## config.mk

```make
export PLATFORM = sky130hd
export DESIGN_NAME = alu_arbiter
export DESIGN_NICKNAME = d
export VERILOG_FILES = /design/src/rtl/alu_arbiter.sv
export SDC_FILE = /design/constraint.sdc
export NUM_CORES = 1
export LEC_CHECK = 0
export BUFFER_PORTS_ARGS = -buffer_cell sky130_fd_sc_hd__buf_2
export CAP_MARGIN = 20
export CORE_MARGIN = 10
export CORE_UTILIZATION = 44
export CTS_CLUSTER_DIAMETER = 60
export DETAILED_ROUTE_END_ITERATION = 8
export HOLD_SLACK_MARGIN = 0.15
export PLACE_DENSITY = 0.85
export SLEW_MARGIN = 20
export SYNTH_ARGS = -nofsm -noshare
export SYNTH_HDL_FRONTEND = slang
export SYNTH_SLANG_ARGS = --single-unit
export TNS_END_PERCENT = 5
```

## constraint.sdc

```tcl
create_clock -name clk -period 1.9 [get_ports clk]
set_clock_uncertainty 0.2 [all_clocks]
set_input_delay 0.095 -clock clk [delete_from_list [all_inputs] [get_ports clk]]
set_output_delay 0.095 -clock clk [all_outputs]
set_load 0.02 [all_outputs]
```

## src/rtl/alu_arbiter.sv

```systemverilog
// alu_arbiter: shares one combinational 16-bit ALU between two requesters.
// A round-robin grant picks one valid request, its operands and code are
// registered onto the ALU inputs, and the result is captured one cycle later.
// The captured result is then held on a response channel until it is consumed.
//
// Ports:
//   clk, reset                    clock and synchronous active-high reset
//   reqN_valid/ready              request handshake for requester N (0/1)
//   reqN_a, reqN_b, reqN_code     operands and ALU code for requester N
//   alu_a, alu_b, alu_code        registered ALU inputs
//   alu_c, alu_overflow           ALU result (combinational from alu_*)
//   rsp_valid/ready               response handshake
//   rsp_id, rsp_c, rsp_overflow   captured requester id, result and overflow
//   ovf_sticky                    bit N set when a response to requester N overflowed
//   clr_ovf                       bit N clears ovf_sticky[N]; a same-cycle set wins
module alu_arbiter (
  input  logic        clk,
  input  logic        reset,
  input  logic        req0_valid,
  output logic        req0_ready,
  input  logic [15:0] req0_a,
  input  logic [15:0] req0_b,
  input  logic [4:0]  req0_code,
  input  logic        req1_valid,
  output logic        req1_ready,
  input  logic [15:0] req1_a,
  input  logic [15:0] req1_b,
  input  logic [4:0]  req1_code,
  output logic [15:0] alu_a,
  output logic [15:0] alu_b,
  output logic [4:0]  alu_code,
  input  logic [15:0] alu_c,
  input  logic        alu_overflow,
  output logic        rsp_valid,
  input  logic        rsp_ready,
  output logic        rsp_id,
  output logic [15:0] rsp_c,
  output logic        rsp_overflow,
  output logic [1:0]  ovf_sticky,
  input  logic [1:0]  clr_ovf
);

  typedef enum logic [1:0] {IDLE, EXEC, RESP} state_t;

  state_t     state;
  logic       last_grant;
  logic       id_q;
  logic       grant;
  logic       any_valid;
  logic [1:0] set_mask;

  // Contested requests go to whichever requester did not win last time.
  always_comb begin
    any_valid = req0_valid | req1_valid;
    if (req0_valid && req1_valid) grant = ~last_grant;
    else if (req1_valid)          grant = 1'b1;
    else                          grant = 1'b0;
  end

  assign req0_ready = (state == IDLE) && !reset && any_valid && !grant;
  assign req1_ready = (state == IDLE) && !reset && any_valid &&  grant;

  always_comb begin
    set_mask = '0;
    if (state == EXEC && alu_overflow) set_mask[id_q] = 1'b1;
  end

  always_ff @(posedge clk) begin
    if (reset) begin
      state        <= IDLE;
      last_grant   <= 1'b1;
      id_q         <= 1'b0;
      alu_a        <= '0;
      alu_b        <= '0;
      alu_code     <= '0;
      rsp_valid    <= 1'b0;
      rsp_id       <= 1'b0;
      rsp_c        <= '0;
      rsp_overflow <= 1'b0;
      ovf_sticky   <= '0;
    end else begin
      // OR-ing the set after the clear makes a colliding set win.
      ovf_sticky <= (ovf_sticky & ~clr_ovf) | set_mask;
      case (state)
        IDLE: begin
          if (any_valid) begin
            alu_a      <= grant ? req1_a    : req0_a;
            alu_b      <= grant ? req1_b    : req0_b;
            alu_code   <= grant ? req1_code : req0_code;
            id_q       <= grant;
            last_grant <= grant;
            state      <= EXEC;
          end
        end
        EXEC: begin
          rsp_c        <= alu_c;
          rsp_overflow <= alu_overflow;
          rsp_id       <= id_q;
          rsp_valid    <= 1'b1;
          state        <= RESP;
        end
        RESP: begin
          if (rsp_ready) begin
            rsp_valid <= 1'b0;
            state     <= IDLE;
          end
        end
        default: state <= IDLE;
      endcase
    end
  end

endmodule

```

* Word-level counts from Yosys, hierarchy flattened *
Index checks and enable logic that the tools add are counted.

word-level totals
  logic and storage cells = 49
  input port bits = 98
  register bits = 62

cells by class
  reductions and logical operators = 14
  equality and inequality tests = 4
  bitwise operators = 5
  $lt $le $gt $ge = 2
  muxes and demuxes = 13

operators with widths
  operator              count
  $mux W16              2
  $logic_and A1 B1 Y1   7
  $mux W2               3
  $pmux W2 S3           1
  $reduce_and A2 Y1     3
  $mux W5               1
  $mux W1               4
  $ne A2 B2 Y1 const B  2
  $and A2 B2 Y2         1
  $eq A2 B1 Y1 const B  1
  $eq A2 B2 Y1 const B  1
  $logic_not A1 Y1      2
  $logic_not A2 Y1      1
  $lt A1 B2 Y1 const B  1
  $not A2 Y2            1
  $or A2 B2 Y2          1
  $pmux W1 S2           1
  $reduce_bool A2 Y1    1
  $demux W1 S1          1
  $ge A1 B1 Y1 const B  1
  $not A1 Y1            1
  $or A1 B1 Y1          1

* Depth between registers and ports, before layout *
  depth in word-level cells = 6
  depth in mapped cells = 6

* Worst setup path after synthesis *
Ideal clock, no wire load.

  path type = flip-flop to output port
  from = reg last_grant
  to = out req1_ready
  path slack = 0.170 ns
  arrival time = 1.435 ns
  stages on the path, launching flop included = 5
  path through = dfxtp_1 -> a21bo_2 -> buf_6 -> buf_4 -> nor4_1

between the ends
  longest elaborated chain between the ends = 3

ends and longest elaborated chain
  element                 RTL line  RTL
  from (decl)             46        logic last_grant;
  from (signal assigned)  91        last_grant <= grant;
  $not A1 Y1              55        if (req0_valid && req1_valid) grant = ~last_grant;
  $mux W1                 55
  $logic_and A1 B1 Y1     61        assign req1_ready = (state == IDLE) && !reset && any_valid && grant;
  to (decl)               25        output logic req1_ready,

Every way passes these cells.

* Worst setup path in the final report *
  from = in req0_valid
  to = out req1_ready

between the ends
  longest elaborated chain between the ends = 3
  elaborated cells on any way between the ends = 5

ends and longest elaborated chain
  element                                              RTL line  RTL
  from (decl)                                          19        input logic req0_valid,
  $or A1 B1 Y1 or $logic_and A1 B1 Y1 (tied branches)  54, 55
  $logic_and A1 B1 Y1 or $mux W1 (tied branches)       61, 55
  $logic_and A1 B1 Y1 *                                61

Every way passes the cells marked *; elsewhere a longest branch is shown, timed or not.

==> run metrics <==
critical path fanouts, max=5; routability cong.=0.777; vias in the first global route=3614; CP Data Arrival Time=1.57 ns; Syn Inst Count=326; final WL=11900 µm; crit share post-route=98.3%; Final min period=1.87 ns; Area Overhead vs Synth=68.3%; synth unique cells=30; synth top area cells=dfxtp_1 43%, nand2_1 12%, a311oi_2 11%; Lkg Pwr=between 2 and 2.5 nW; total gr overflow=0; drt drc=0; worst slack at placement=0.357 ns; Sum Neg Setup Slack=0 ns; Global Route Usage Sum=roughly 23%; met3 Track Usage GR=a little under 9%; NetSw=1.21 mW; number of clock sinks=62; yosys warns=0; largest net degree at the start of global routing=60; M2 GR Usage=37.7%; Fillers=414; internal cell power=2.66 mW; global-route wire length before repair=18400 µm; Top cell by count, worst path=buf_2; worst path required time=1.60 ns; Bufs and invs on worst path=3; I/O pins=between 150 and 200; Slew headroom=about 77%; drt initial violations=approximately 200; final hold vios=0; Comb pwr share=roughly 29%; dpl hpwl=~6600 µm; worst skew pair latency=0.33 ns; multi-input logic area=1400 µm²; post-CTS setup repair buffer count=0; worst vdd ir=0.000543 V; sequential power share=39.2%; f_max=~0.54 GHz; CP startpoint kind=primary input; clk buf depth=2; ANT nets after route=0; share of the synthesized area in the top cell type=43.1%; Mapped Nets=between 400 and 500; met1 GRT Util=23.2%; total CTS buffers=9; Worst Slack Setup Final=0.0330 ns; Clock power frac=approximately a third; H-tree depth=3; Switching Fraction=31.2%; Max Cap Violations=0; Slew Limit Fails=0; critical path's slowest cell=dlygate4sd3_1; storage element area=1240 µm²; utilization after layout=76.3%; row cnt=29; status=completed; commonest non-fill, non-tap cell in the layout=buf_2; HP Class=flip-flop to flip-flop; Seq cells post-synth=62; Via density=5.30; CP delay by family, top=buffers and inverters; sequential area share after synthesis=43.1%; Final #Nets=671; register clock-pin slew on the reported worst setup and hold paths=0.07 ns; Post-Syn Area per Cell=between 8 and 9 µm²; most frequent cells in the layout=157 x buf_2, 99 x dlygate4sd3_1, 93 x nand2_1; antenna violations before repair=2; mapped cell area=2880 µm²; worst reg-to-reg setup slack=0.17 ns; DRT Pass-1 Iters=4; Power Density=799 nW/µm²; biggest area consumer among synthesized cells=dfxtp_1; # port buffers=157; die footprint=between 10000 and 15000 µm²; share of cells above drive strength 1=40.0%; critical-path cell list=dlygate4sd3_1, buf_2, a21bo_2, nor4_1, buf_2; drt wl/cell=approximately 18 µm; RSZ-0062 raised after global routing=false; clock root cell=clkbuf_8; core area=6350 µm²; Crit. End Element=primary output; Finish-stage setup viols=0; Crit path largest cell delay=0.55 ns; die height=101 µm; via count=roughly 3500; chip width=101 µm; Initial Util=a little under half; worst slew pin tran=0.339 ns; WS Path Type=primary input to primary output; gr busiest metal=met2; CTS tree=built
-- logic make-up (layout without fill, tap and decap cells) --
kind of cell           count (synthesis)  after routing  synth area share (%)
flip-flops                            62             62                  43.1
buffers and inverters                 34            285                  8.65
AND/OR/NAND/NOR                      128            128                  20.0
other                                  0              2                     0
AO/OA/AOI/OAI                        102            102                  28.2
-- synth_stat cells, drive strengths merged --
library cell    n
a21boi          1
nor4            2
a21bo           1
or2             1
clkbuf          6
and2b           1
nand3b          1
nand2b          2
nor2            6
a21oi          58
o31ai           1
a32oi           1
nor2b           1
buf            26
a311oi         37
a211oi          1
dfxtp          62
and2            1
inv             2
a221o           1
nand2         112
nor3            1
o21ai           1
-- stage by stage --
| stage | hold slack, ns | total power [mW] | instances | instance area, µm² |
|---|---|---|---|---|
| 3_3_place_gp | 0.136 | 2.46 | 540 | 3640 |
| 6_report | 0.253 | 3.87 | 656 | 4840 |
| 2_1_floorplan | 0.0310 | 2.18 | 326 | 2880 |
| 5_1_grt | 0.268 | 4.05 | 656 | 4840 |
| 3_5_place_dp | 0.142 | 2.49 | 540 | 3640 |
| 4_1_cts | 0.253 | 3.86 | 654 | 4830 |
-- power by group through the flow --
| stage | sequential, mW | clock [mW] | combinational, mW |
|---|---|---|---|
| floorplan | 1.68 | 0 | 0.495 |
| global placement | 1.53 | 0 | 0.926 |
| detailed placement | 1.54 | 0 | 0.947 |
| CTS | 1.51 | 1.24 | 1.11 |
| global route | 1.53 | 1.29 | 1.23 |
| finish | 1.52 | 1.21 | 1.14 |
-- worst min-delay path, cell delays in order, from the launching register on --
cell	delay, ns
dfxtp_1	0.31
nand2_1	0.05
a21oi_1	0.05
-- state kept, by name, indices dropped and copies added (netlist names) --
name,cells
state,2
rsp_id,1
alu_code,5
rsp_c,16
id_q,1
ovf_sticky,2
alu_b,16
last_grant,1
rsp_valid,1
alu_a,16
rsp_overflow,1
-- worst paths after layout --
path / startpoint / endpoint / cells after the start
max: req0_valid / req1_ready / 5
min: rsp_c[10] / rsp_c[10] / 2
max reg2reg: state[1] / state[1] / 4
min reg2reg: rsp_c[10] / rsp_c[10] / 2
-- metal layers --
| metal | part of all wire, % | vias to the layer above |
|---|---|---|
| met4 | 4.5 | 0 |
| li1 | - | 1641 |
| met2 | 49 | 209 |
| met3 | 11 | 49 |
| met1 | 36 | 1581 |
| met5 | 0 | - |
-- timing repair --
item | 4_1_cts | 5_1_grt
resized for setup | 0 | 2
endpoints found under the setup margin | 0 | 1
hold buffers | 99 | 0
hold endpoints to repair | 62 | 0
-- final cells by class --
cell class,count,share of cell area [%]
multi-input cells,230,28.8
clock buffers,10,2.64
repair buffers,268,39.1
flip-flops and latches,62,25.7
well taps,77,1.99
clock inverters,5,1.55
diodes,2,0.103
inverters,2,0.155
No activity file was read; power rests on OpenSTA's default activity.
